===== config.mk =====
export PLATFORM = sky130hd
export DESIGN_NAME = dmem_stream_reader
export DESIGN_NICKNAME = d
export VERILOG_FILES = /design/src/rtl/dmem_pkg.sv /design/src/rtl/dmem_stream_reader.sv
export SDC_FILE = /design/constraint.sdc
export NUM_CORES = 1
export LEC_CHECK = 0
export CELL_PAD_IN_SITES_DETAIL_PLACEMENT = 1
export CELL_PAD_IN_SITES_GLOBAL_PLACEMENT = 1
export CORE_MARGIN = 2
export CORE_UTILIZATION = 34
export CTS_CLUSTER_DIAMETER = 80
export DETAILED_ROUTE_END_ITERATION = 10
export PLACE_DENSITY_LB_ADDON = 0.1
export SYNTH_ARGS = -nofsm -noshare
export SYNTH_HDL_FRONTEND = slang
export SYNTH_SLANG_ARGS = --single-unit

===== constraint.sdc =====
create_clock -name clk -period 3.3 [get_ports clk]
set_input_delay 0.33 -clock clk [delete_from_list [all_inputs] [get_ports clk]]
set_output_delay 0.33 -clock clk [all_outputs]
set_load 0.05 [all_outputs]

===== src/rtl/dmem_pkg.sv =====
// Shared definitions for the data-memory stream reader.
// Holds the data-memory geometry (kept in step with the data memory itself),
// the derived word-index and word-count widths, the reader state encoding,
// and a helper that turns a word index into a word-aligned byte address.
package dmem_pkg;

  localparam int DATA_BIT_WIDTH = 32;
  localparam int DMEMADDRBITS   = 13;
  localparam int DMEMWORDBITS   = 2;
  localparam int DMEMWORDS      = 2048;

  localparam int IDXW = DMEMADDRBITS - DMEMWORDBITS;
  localparam int CNTW = IDXW + 1;

  typedef enum logic [1:0] {
    IDLE   = 2'd0,
    FETCH  = 2'd1,
    PRIME  = 2'd2,
    STREAM = 2'd3
  } state_t;

  // Word index placed in the decoded byte-address field; every other bit is 0.
  function automatic logic [DATA_BIT_WIDTH-1:0] word_to_byte_addr(input logic [IDXW-1:0] idx);
    logic [DATA_BIT_WIDTH-1:0] a;
    a = '0;
    a[DMEMADDRBITS-1:DMEMWORDBITS] = idx;
    return a;
  endfunction

endpackage


===== src/rtl/dmem_stream_reader.sv =====
// Sequential read engine for the registered-address data memory.
// Reads `count` consecutive words starting at the word addressed by
// `startAddr` and presents them in order on a valid/ready stream.
//
// Ports:
//   clk        single clock, all state on posedge
//   reset      asynchronous, active-low
//   start      request, sampled only while idle
//   startAddr  byte address of the first word
//   count      number of words (0 gives an immediate done pulse)
//   abort      synchronous cancel of a run in progress, no done pulse
//   memAddr    byte address to the data memory
//   memData    data memory read data (address registered at previous edge)
//   outData    stream word
//   outValid   stream word valid
//   outReady   consumer accepts; transfer = outValid & outReady
//   busy       high whenever a run is in progress
//   done       one-cycle pulse after the final transfer
//
// state  | meaning
// IDLE   | waiting for start; memAddr parked on idx
// FETCH  | first word address presented to memory
// PRIME  | first word arriving; next address presented
// STREAM | outValid high; one word per accepted transfer
module dmem_stream_reader
  import dmem_pkg::*;
(
  input  logic                      clk,
  input  logic                      reset,
  input  logic                      start,
  input  logic [DATA_BIT_WIDTH-1:0] startAddr,
  input  logic [CNTW-1:0]           count,
  input  logic                      abort,
  output logic [DATA_BIT_WIDTH-1:0] memAddr,
  input  logic [DATA_BIT_WIDTH-1:0] memData,
  output logic [DATA_BIT_WIDTH-1:0] outData,
  output logic                      outValid,
  input  logic                      outReady,
  output logic                      busy,
  output logic                      done
);

  state_t          state;
  logic [IDXW-1:0] idx;
  logic [CNTW-1:0] rem;
  logic [IDXW-1:0] addr_idx;
  logic            xfer;
  logic            last_word;

  // Only the decoded word-index field of the start address is meaningful.
  logic unused_addr_bits;
  assign unused_addr_bits = ^{startAddr[DATA_BIT_WIDTH-1:DMEMADDRBITS],
                              startAddr[DMEMWORDBITS-1:0]};

  assign xfer      = outValid & outReady;
  assign last_word = (rem == CNTW'(1));
  assign busy      = (state != IDLE);

  // On an accepted non-final transfer the memory must already be fetching
  // the word after idx so that memData lines up with the advanced idx next
  // cycle; otherwise keep re-reading idx so memData stays valid across stalls.
  always_comb begin
    addr_idx = idx;
    if (state == STREAM && xfer && !last_word) begin
      addr_idx = idx + 1'b1;
    end
  end

  assign memAddr = word_to_byte_addr(addr_idx);

  always_ff @(posedge clk or negedge reset) begin
    if (!reset) begin
      state    <= IDLE;
      idx      <= '0;
      rem      <= '0;
      outData  <= '0;
      outValid <= 1'b0;
      done     <= 1'b0;
    end else begin
      done <= 1'b0;
      // abort beats a same-cycle transfer; the consumer still took that word.
      if (abort && state != IDLE) begin
        state    <= IDLE;
        outValid <= 1'b0;
      end else begin
        case (state)
          IDLE: begin
            if (start) begin
              if (count == '0) begin
                done <= 1'b1;
              end else begin
                idx   <= startAddr[DMEMADDRBITS-1:DMEMWORDBITS];
                rem   <= count;
                state <= FETCH;
              end
            end
          end
          FETCH: begin
            idx   <= idx + 1'b1;
            state <= PRIME;
          end
          PRIME: begin
            outData  <= memData;
            outValid <= 1'b1;
            state    <= STREAM;
          end
          STREAM: begin
            if (xfer) begin
              if (last_word) begin
                outValid <= 1'b0;
                done     <= 1'b1;
                state    <= IDLE;
              end else begin
                outData <= memData;
                idx     <= idx + 1'b1;
                rem     <= rem - 1'b1;
              end
            end
          end
          default: state <= IDLE;
        endcase
      end
    end
  end

endmodule


==> flow_metrics.env <==
export IMPL_ys_types=48
export IMPL_rrSetupSlack_ns=0.58
export IMPL_use_met3_pct=4.14
export IMPL_synth_edf_count=0
export IMPL_port_buffers=105
export IMPL_yosysWarnings=0
export IMPL_cts_resized=0
export IMPL_htreeDepth=3
export IMPL_outcome="complete, no violations"
export IMPL_ys_seq_area_share_pct=43.4
export IMPL_required_ns=2.97
export IMPL_intPower_w=0.00257
export IMPL_p_seq_share_pct=27.1
export IMPL_start_util_pct=35.0
export IMPL_maxCapViolations=0
export IMPL_finalCritPeriodShare_pct=85.0
export IMPL_async_reset_ff_share_pct=100
export IMPL_grt_first_pass_wirelength_um=15800
export IMPL_swShare_pct=50.4
export IMPL_clk_pin_slew_worst_paths_ns=0.08
export IMPL_end_kind="primary output"
export IMPL_cts_buffers=9
export IMPL_layout_drive_gt1_share_pct=17.2
export IMPL_ant_nets=0
export IMPL_busiest_layer="met2"
export IMPL_place_hpwl_um=6750
export IMPL_num_antenna_cells=0
export IMPL_vias=2911
export IMPL_drc=0
export IMPL_cts_root_buffer="clkbuf_8"
export IMPL_synth_top_area_share_pct=43.4
export IMPL_critPathMaxFanout=8
export IMPL_cpPeakStageDelay_ns=0.68
export IMPL_clkPwrFrac_pct=11.3
export IMPL_place_inst=565
export IMPL_core_area_um2=9730
export IMPL_relSlewSlack_pct=56.2
export IMPL_cts_num_sinks=59
export IMPL_vdd_drop_max_mv=0.368
export IMPL_r2r_start="rem[4]"
export IMPL_die_h_um=104
export IMPL_area_delta_synth_final_pct=35.5
export IMPL_fin_worst_skew_ns=0.0131
export IMPL_antenna_found_initial=0
export IMPL_p_leak_nw=1.91
export IMPL_comb_power_share_pct=61.6
export IMPL_synthFlopType="dfrtp_1"
export IMPL_grtUsageTotal_pct=17.9
export IMPL_nFillCells=1130
export IMPL_synthesis_area_um2=3400
export IMPL_die_area_um2=10800
export IMPL_fin_crit_ns=2.80
export IMPL_tightest_slew_ns=0.657
export IMPL_die_w_um=104
export IMPL_yosys_area_top_type="dfrtp_1"
export IMPL_cts_tree="done"
export IMPL_insertion_delay_ns=0.34
export IMPL_reg2reg_depth=6
export IMPL_power_density_nw_per_um2=1120
export IMPL_cts_hold_buf=0
export IMPL_grt_pass1_vias=3039
export IMPL_hold_viol_final=0
export IMPL_ys_ff_latch=59
export IMPL_crit_chain="or4_1 > nor3_4 > or2_2 > nor2_1 > xor2_1 > buf_4"
export IMPL_use_met1_pct=24.0
export IMPL_place_congestion=0.762
export IMPL_hold_class="primary input to async pin"
export IMPL_rsz0062_at_grt="false"
export IMPL_postSynthCellCount=340
export IMPL_cts_buffer_depth=2
export IMPL_post_route_util_pct=47.4
export IMPL_slew_violations=0
export IMPL_instances_no_fill=580
export IMPL_p_total_w=0.00518
export IMPL_rows=36
export IMPL_wirelength_um=9170
export IMPL_wl_per_cell_um=15.8
export IMPL_grt_start_max_net_pins=33
export IMPL_tns_ns=0
export IMPL_p_sw_w=0.00261
export IMPL_cp_slowest_cell="or4_1"
export IMPL_ios=148
export IMPL_drt_iter0_drc=101
export IMPL_arrival_ns=2.47
export IMPL_r2r_end="outData[26]"
export IMPL_nets=532
export IMPL_worstSetupPathType="flop to primary output"
export IMPL_post_cts_buffers=0
export IMPL_via_per_inst=5.02
export IMPL_dr_pass1_iters=6
export IMPL_synth_avg_cell_area_um2=10.0
export IMPL_grt_overflow_total=0
export IMPL_synthTopCellsByArea="dfrtp_1, mux2_2, buf_4"
export IMPL_worstSetupStartpointType="flop"
export IMPL_setup_viol=0
export IMPL_fmax_mhz=357
export IMPL_met2_usage_pct=29.2
[sequential cells by signal, indices dropped and copies added, names as in the netlist]
name,cells
outData,32
idx,11
done,1
state,2
outValid,1
rem,12
[worst max-delay path: cells and delay by family (launching register included)]
family	cells	cell delay (ns)
simple gates	4	1.31
flops	1	0.46
buf+inv	1	0.22
xor+xnor	1	0.15
[cells by family after synthesis]
kind of cell	count (synthesis)	synth area share, %
XOR/XNOR	10	2.58
buffers and inverters	52	9.31
flip-flops	59	43.4
adder cells (fa/ha/maj)	8	2.94
other	1	0.110
AND/OR/NAND/NOR	115	16.4
multiplexers	37	12.1
AO/OA/AOI/OAI	58	13.1
[how the worst max path moves through the flow]
stage | startpoint | end | slack (ns) | cells past startpoint
3_5_place_dp | rem[4] | outData[0] | 0.56 | 6
2_1_floorplan | rem[1] | memAddr[11] | 0.48 | 8
6_report | rem[4] | memAddr[12] | 0.50 | 6
4_1_cts | rem[4] | memAddr[11] | 0.46 | 6
3_3_place_gp | rem[6] | outData[9] | 0.59 | 6
5_1_grt | rem[6] | memAddr[9] | 0.30 | 6
[synthesized netlist by cell type (2+ instances only)]
master	number
or4_1	2
a32oi_1	2
nor3_1	15
a211o_1	2
dfrtp_1	59
xor2_1	2
mux2i_1	5
buf_4	24
buf_6	4
a22oi_1	2
nor4_1	6
xnor2_1	8
o21ai_0	13
or3_1	4
o221ai_2	2
nand2_1	22
nand3_1	15
and3_1	4
clkbuf_1	9
or2_2	2
o22a_1	4
mux2_2	32
nor2_1	38
buf_1	2
o32ai_1	7
o22ai_1	3
inv_1	12
a21oi_1	11
a31oi_1	3
ha_1	8
[through the flow]
| step | instance area (µm²) | setup WS, ns | hold WS [ns] |
|---|---|---|---|
| after floorplan | 3480 | 0.480 | 0.0344 |
| after global placement | 4440 | 0.593 | 0.406 |
| after detailed placement | 4440 | 0.560 | 0.407 |
| after CTS | 4610 | 0.464 | 0.0368 |
| after global routing | 4610 | 0.299 | 0.0671 |
| final | 4610 | 0.496 | 0.0230 |
[layout by cell type (no fill, tap or decap), types with 3 or more instances in the layout]
cell type	count
clkinv_2	3
clkdlybuf4s50_1	93
nand2_1	22
nand3_1	15
o22a_1	4
inv_1	12
and3_1	4
mux2_2	32
ha_1	8
dfrtp_1	59
o21ai_0	13
conb_1	21
clkbuf_8	10
o22ai_1	3
nor4_1	6
a31oi_1	3
buf_4	18
mux2i_1	5
o32ai_1	7
xnor2_1	8
nor3_1	15
nor2_1	38
a21oi_1	11
or3_1	4
[metal layers]
metal  part of all wire (%)  vias up  wire [µm]
li1                       -     1379          -
met1                     47     1433       4340
met2                     47       92       4280
met3                    5.3        7        483
met4                   0.76        0         70
met5                      0        -          0
[layout make-up]
cell class	count	area, µm²	area share [%]
tap	133	166	3.61
clock inverter	5	30.0	0.651
inverter	12	45.0	0.977
clock buffer	10	138	2.99
sequential	59	1480	32.0
timing repair buffer	112	1070	23.2
multi-input combinational	249	1680	36.5
[power groups by stage]
stage	logic [W]	registers, W	clock network, W
6_report	0.00319	0.00140	0.000587
5_1_grt	0.00342	0.00147	0.000642
4_1_cts	0.00322	0.00140	0.000609
3_5_place_dp	0.00321	0.00141	0
3_3_place_gp	0.00315	0.00138	0
2_1_floorplan	0.00162	0.00208	0
Note: power is estimated with default switching activity, not from simulation.
==> variant 1, RTL diff (same flow settings) <==
The 4 states of `state_t` get a Gray code encoding in 2 bits.
--- a/src/rtl/dmem_pkg.sv
+++ b/src/rtl/dmem_pkg.sv
@@ -15,6 +15,6 @@
   typedef enum logic [1:0] {
-    IDLE   = 2'd0,
-    FETCH  = 2'd1,
-    PRIME  = 2'd2,
-    STREAM = 2'd3
+    IDLE   = 2'b00,
+    FETCH  = 2'b01,
+    PRIME  = 2'b11,
+    STREAM = 2'b10
   } state_t;
Formal check against the unedited RTL: same outputs for any inputs over 4 cycles, from zero or initial values and one cycle with reset low; so few cycles prove little.
==> variant 1 against the original RTL <==
Sequential cell count unchanged; critical endpoint is now memAddr[10]; global-route usage decreased by 0.27 points; cell area increased by 4.9%; highest routed layer unchanged; routed wire length increased by 3.5%; combinational power decreased by 1%; power increased by 1.1%; via count increased by 1.5%; synthesized cell count unchanged; worst setup slack got worse by 72 ps; area after synthesis increased by 1.6%.
==> variant 1: results (changes against the original RTL) <==
outcome:
  status: "complete, no violations"  # unchanged
clock_network:
  clockBufferDepth: 2  # unchanged
  post-cts-setup-buffers: 0  # unchanged
  cts_max_level: 3  # unchanged
  insertion_delay_ps: 350
  clk_pin_slew_ps: 80  # about the same
  root_buffer: "clkbuf_8"  # unchanged
  cts.sinks: 59  # unchanged
  numCtsBuffers: 9  # unchanged
sta:
  worst_pin_slew_ps: 943  # was 657 ps
  fin_skew_ps: 18.0  # was 13.1 ps
  hold_viol: 0  # unchanged
  finalWorstPathRequiredPeriod_ps: 2880  # was 2800 ps
finish:
  diodes: 0  # unchanged
  fin_nets: 534  # was 532
  regMostFlops: "outData"  # unchanged
  fillers: 1120  # was 1130
  layout-drive-gt1-share: 0.169  # was 0.172
  reg_top3: "outData x32, rem x12, idx x11"  # unchanged
grt:
  grt_max_degree: 41  # was 33
  grt_pass1_wl_um: 15600  # was 15800 um
  grt_use_total: 0.176  # was 0.179
  first_global_vias: 3062  # was 3039
  antenna_found_initial: 0  # unchanged
placed_design:
  gp_congestion: 0.776  # was 0.762
  dp_hpwl_um: 6910  # was 6750 um
  dp_slack_ps: 449  # was 560 ps
  portBuffers: 105  # unchanged
detailed_routing:
  wl_per_cell_um: 16.3  # was 15.8 um
  met2_length_um: 4370  # was 4280 um
  dr_wl_met3_um: 827  # was 483 um
  via_per_inst: 5.07  # was 5.02
  drt_iter0_markers: 87  # was 101
  top_layer_used: "met4"  # unchanged
  drt-met1-wl_um: 4160  # was 4340 um
  firstDrtPassIters: 4  # was 6
setup_path:
  cp-startpoint: "rem[0]"  # was rem[4]
  worst-r2r-setup-slack_ps: 660  # was 580 ps
  critPathSlowestCell: "nor2_2"  # was or4_1
  critPathMaxFanout: 11  # was 8
  critPathArrivalTime_ps: 2550  # was 2470 ps
  critPathTopFamily: "simple AND/OR/NAND/NOR gates"  # unchanged
  crit-reg2reg-launch: "state[0]"  # was rem[4]
  reg2reg_to: "idx[5]"  # was outData[26]
  reg2regPathDepth: 9  # was 6
  crit_end: "memAddr[10]"  # was memAddr[12]
  slowest_delay_ps: 490  # was 680 ps
worst_hold_path:
  hp-class: "in2async"  # unchanged
synthesis:
  synth_cell_types: 43  # was 48
  synth_area_leaders: "dfrtp_1 (43%), mux2_2 (11%), buf_4 (5.4%)"  # was dfrtp_1 (43%), mux2_2 (11%), buf_4 (5.3%)
  ys_warn_count: 0  # unchanged
  async_flop_share: 1.00  # unchanged
  synth_common_cells: "dfrtp_1 (59), nand2_1 (42), mux2_2 (33)"  # was dfrtp_1 (59), nor2_1 (38), mux2_2 (32)
  synth_seq_area_share: 0.427  # was 0.434
power:
  ir_drop_uv: 632  # was 368 uV
  swShare: 0.489  # was 0.504
  p_leak_nw: 2.08  # was 1.91 nW
flow_run:
  drv_cap: 0  # unchanged
variant 1: cell count changes in the layout (fill, tap and decap cells not counted), moves of 4 or more:
| cell | change |
|---|---|
| o22a_1 | -4 |
| nand3_1 | -4 |
| nand2_1 | +20 |
| o21ai_0 | -5 |
| nor4b_1 | +8 |
| nor2_1 | -29 |
| a211o_1 | +14 |
| o211ai_1 | +10 |
| buf_12 | +9 |
| nor3_1 | -12 |
| a21oi_1 | -5 |
| and3_1 | +5 |
| buf_4 | -8 |
variant 1: power groups by stage:
| stage | combinational (mW) | sequential (mW) | clock [mW] |
|---|---|---|---|
| after global routing | 3.36 | 1.47 | 0.729 |
| after global placement | 3.11 | 1.39 | 0 |
| final | 3.15 | 1.40 | 0.681 |
| after floorplan | 1.46 | 2.06 | 0 |
| after CTS | 3.18 | 1.40 | 0.701 |
| after detailed placement | 3.16 | 1.41 | 0 |
variant 1: worst min-delay path by stage:
stage,end,slack [ps],cells past startpoint
4_1_cts,outData[19],490,2
3_3_place_gp,done,330,1
5_1_grt,outData[18],530,2
6_report,done,470,2
2_1_floorplan,done,30,0
3_5_place_dp,done,330,1
variant 1: metal layers:
layer | global-route usage | vias up
met5 | 0 | -
met4 | 0.0552 | 0
met3 | 0.0749 | 11
met2 | 0.281 | 89
met1 | 0.216 | 1462
li1 | - | 1393
variant 1: logic make-up (layout without fill, tap and decap cells):
kind of cell / count (synthesis) / after routing / share of synthesized area
adders and majority gates: 8 / 8 / 0.0290
muxes: 37 / 37 / 0.119
buffers and inverters: 55 / 145 / 0.0924
xor gates and xnor gates: 10 / 10 / 0.0254
AOI/OAI and AO/OA: 57 / 57 / 0.131
and+or+nand+nor: 113 / 113 / 0.175
other: 1 / 21 / 0.00109
DFF: 59 / 59 / 0.427
variant 1: area by class of cell:
cell class	count	area, um^2	area share
Clock buffer	9	124	0.0256
Timing Repair Buffer	114	1200	0.248
Tap cell	133	166	0.0344
Sequential cell	59	1480	0.305
Multi-Input combinational cell	246	1740	0.359
Inverter	15	56.3	0.0116
Clock inverter	7	76.3	0.0158
variant 1: stage by stage:
step | instance area, um^2 | hold WS, ps | cells | total power [mW]
floorplan | 3530 | 34.4 | 360 | 3.51
global placement | 4620 | 326 | 566 | 4.50
detailed placement | 4620 | 331 | 566 | 4.58
CTS | 4830 | 488 | 583 | 5.29
global route | 4840 | 525 | 583 | 5.56
finish | 4840 | 472 | 583 | 5.23
variant 1: repair_timing:
| item | CTS | global route |
|---|---|---|
| hold buffers | 1 | 0 |
| setup endpoints to repair | 0 | 1 |
| gates resized for setup | 0 | 1 |
| endpoints found under the hold margin | 19 | 0 |
==> variant 2, RTL diff (same flow settings) <==
Without the edit above. Change the package constant `DATA_BIT_WIDTH` from 32 to 64.
--- a/src/rtl/dmem_pkg.sv
+++ b/src/rtl/dmem_pkg.sv
@@ -6,3 +6,3 @@
 
-  localparam int DATA_BIT_WIDTH = 32;
+  localparam int DATA_BIT_WIDTH = 64;
   localparam int DMEMADDRBITS   = 13;
Interface: changed (resized memAddr, memData, outData and startAddr); port bits go from 148 to 276. The function was not compared with the original's and may differ.
==> variant 2 against the original RTL <==
Largest cell class is now sequential cells; cell area increased by 50%; maximum frequency decreased by 5.3%; combinational power increased by 59%; count of clock-buffer cells in the layout increased by 1; critical endpoint unchanged; first-iteration DRC count increased by 46%; area after synthesis increased by 43%; power increased by 58%; routed wire length increased by 57%; sequential cell count increased by 32; highest routed layer unchanged; register-to-register slack got worse by 60 ps; clock skew decreased by 8.7 ps; worst setup slack got worse by 160 ps.
==> variant 2: results (changes against the original RTL) <==
placed_design:
  dp_slack_ps: 451  # was 560 ps
  dpl_cell_area_um2: 6610  # was 4440 um^2
  place_inst: 794  # was 565
  gp_congestion: 0.799  # was 0.762
  dp_hpwl_um: 10900  # was 6750 um
  portBuffers: 169  # was 105
sta:
  hold_slack_ps: 136  # was 23.0 ps
  fin_skew_ps: 4.48  # was 13.1 ps
  relSlewSlack: 0.314  # was 0.562
synthesis:
  synth_seq_area_share: 0.467  # was 0.434
  synth_area_leaders: "dfrtp_1 (47%), mux2_1 (14%), buf_4 (9.1%)"  # was dfrtp_1 (43%), mux2_2 (11%), buf_4 (5.3%)
  ys_warn_count: 0  # unchanged
  synth-compound-area-share: 0.0999  # was 0.131
  synth_xor_xnor_area_share: 0.0180  # was 0.0258
  synth_common_cells: "dfrtp_1 (91), mux2_1 (60), buf_4 (59)"  # was dfrtp_1 (59), nor2_1 (38), mux2_2 (32)
  synth_cell_types: 51  # was 48
  syn_inst: 451  # was 340
  yosys-mux-area-fraction: 0.152  # was 0.121
  synthAdderAreaFrac: 0.0205  # was 0.0294
  synth_top_family_by_area: "multiplexers"  # was simple AND/OR/NAND/NOR gates
clock_network:
  root_buffer: "clkbuf_16"  # was clkbuf_8
  insertion_delay_ps: 340  # about the same
  clockBufferDepth: 2  # unchanged
  clk_pin_slew_ps: 60  # was 80 ps
  numCtsBuffers: 9  # unchanged
detailed_routing:
  drt_iter0_markers: 147  # was 101
  via_per_inst: 4.91  # was 5.02
  firstDrtPassIters: 4  # was 6
  routed_wl_um: 14400  # was 9170 um
  dr_total_vias: 3970  # was 2911
setup_path:
  critPathMaxFanout: 7  # was 8
  worst-r2r-setup-slack_ps: 520  # was 580 ps
  reg2reg_to: "rem[3]"  # was outData[26]
  slowest_delay_ps: 440  # was 680 ps
  reg2regPathDepth: 7  # was 6
  critPathSlowestCell: "nor3b_1"  # was or4_1
  crit-reg2reg-launch: "state[0]"  # was rem[4]
  critPathArrivalTime_ps: 2630  # was 2470 ps
finish:
  fillers: 1516  # was 1130
  diodes: 0  # unchanged
  fin_nets: 778  # was 532
  layout-drive-gt1-share: 0.0843  # was 0.172
  reg_top3: "outData x64, rem x12, idx x11"  # was outData x32, rem x12, idx x11
outcome:
  status: "complete, no violations"  # unchanged
grt:
  grt_pass1_wl_um: 22000  # was 15800 um
  grt_use_total: 0.189  # was 0.179
  first_global_vias: 4082  # was 3039
  grt_max_degree: 79  # was 33
power:
  p_leak_nw: 2.92  # was 1.91 nW
  p_per_area_nw_per_um2: 1190  # was 1120 nW/um^2
  ir_drop_uv: 461  # was 368 uV
-- variant 2: cell types whose count changed after synthesis, sizes merged, moves of 6 or more --
cell,unedited run,this run
buf,31,60
nand4,0,8
dfrtp,59,91
a2bb2oi,0,8
nor2,38,32
o32ai,7,0
mux2,32,64
-- variant 2: kinds of logic after synthesis --
kind of cell,after synthesis
AOI/OAI and AO/OA,67
xor gates and xnor gates,10
adders and majority gates,8
buffers and inverters,82
DFF,91
muxes,66
other,1
and+or+nand+nor,126
-- variant 2: timing repair --
item / in CTS / in global routing
setup endpoints to repair: 0 / 1
setup buffers: 0 / 0
resized for setup: 0 / 1
-- variant 2: cell type report --
type	instances	area share
flip-flops and latches	91	0.330
multi-input cells	330	0.328
repair buffers	182	0.262
clock buffers	11	0.0337
well taps	180	0.0326
clock inverters	4	0.00762
inverters	11	0.00598
-- variant 2: power breakdown --
group          total (mW)  switching (mW)  leakage (nW)  internal [mW]
Sequential           2.12           0.420          1.07           1.70
Clock                1.01           0.427         0.140          0.585
Combinational        5.06            3.25          1.71           1.81
Total                8.19            4.09          2.92           4.09
-- variant 2: per-layer routing --
metal | part of all wire | wire [um] | global-route usage
met5 | 0 | 0 | 0
met2 | 0.48 | 6960 | 0.320
met1 | 0.43 | 6150 | 0.240
met3 | 0.077 | 1110 | 0.0408
met4 | 0.012 | 169 | 0.0625
-- variant 2: worst reg2reg max path, delay by kind of cell, from the launching register on --
family,cells,cell delay [ps]
DFF,1,380
adders and majority gates,1,300
buffers and inverters,1,100
AOI/OAI and AO/OA,2,730
and+or+nand+nor,3,1220
-- variant 2: worst max path at each step --
stage	start	endpoint	slack [ps]	depth (start not counted)
final	rem[1]	memAddr[12]	340	8
after detailed placement	count[2]	rem[1]	450	7
after global placement	count[2]	rem[2]	540	6
after global routing	rem[1]	memAddr[12]	110	8
after CTS	rem[1]	memAddr[12]	180	8
after floorplan	rem[1]	memAddr[6]	610	8
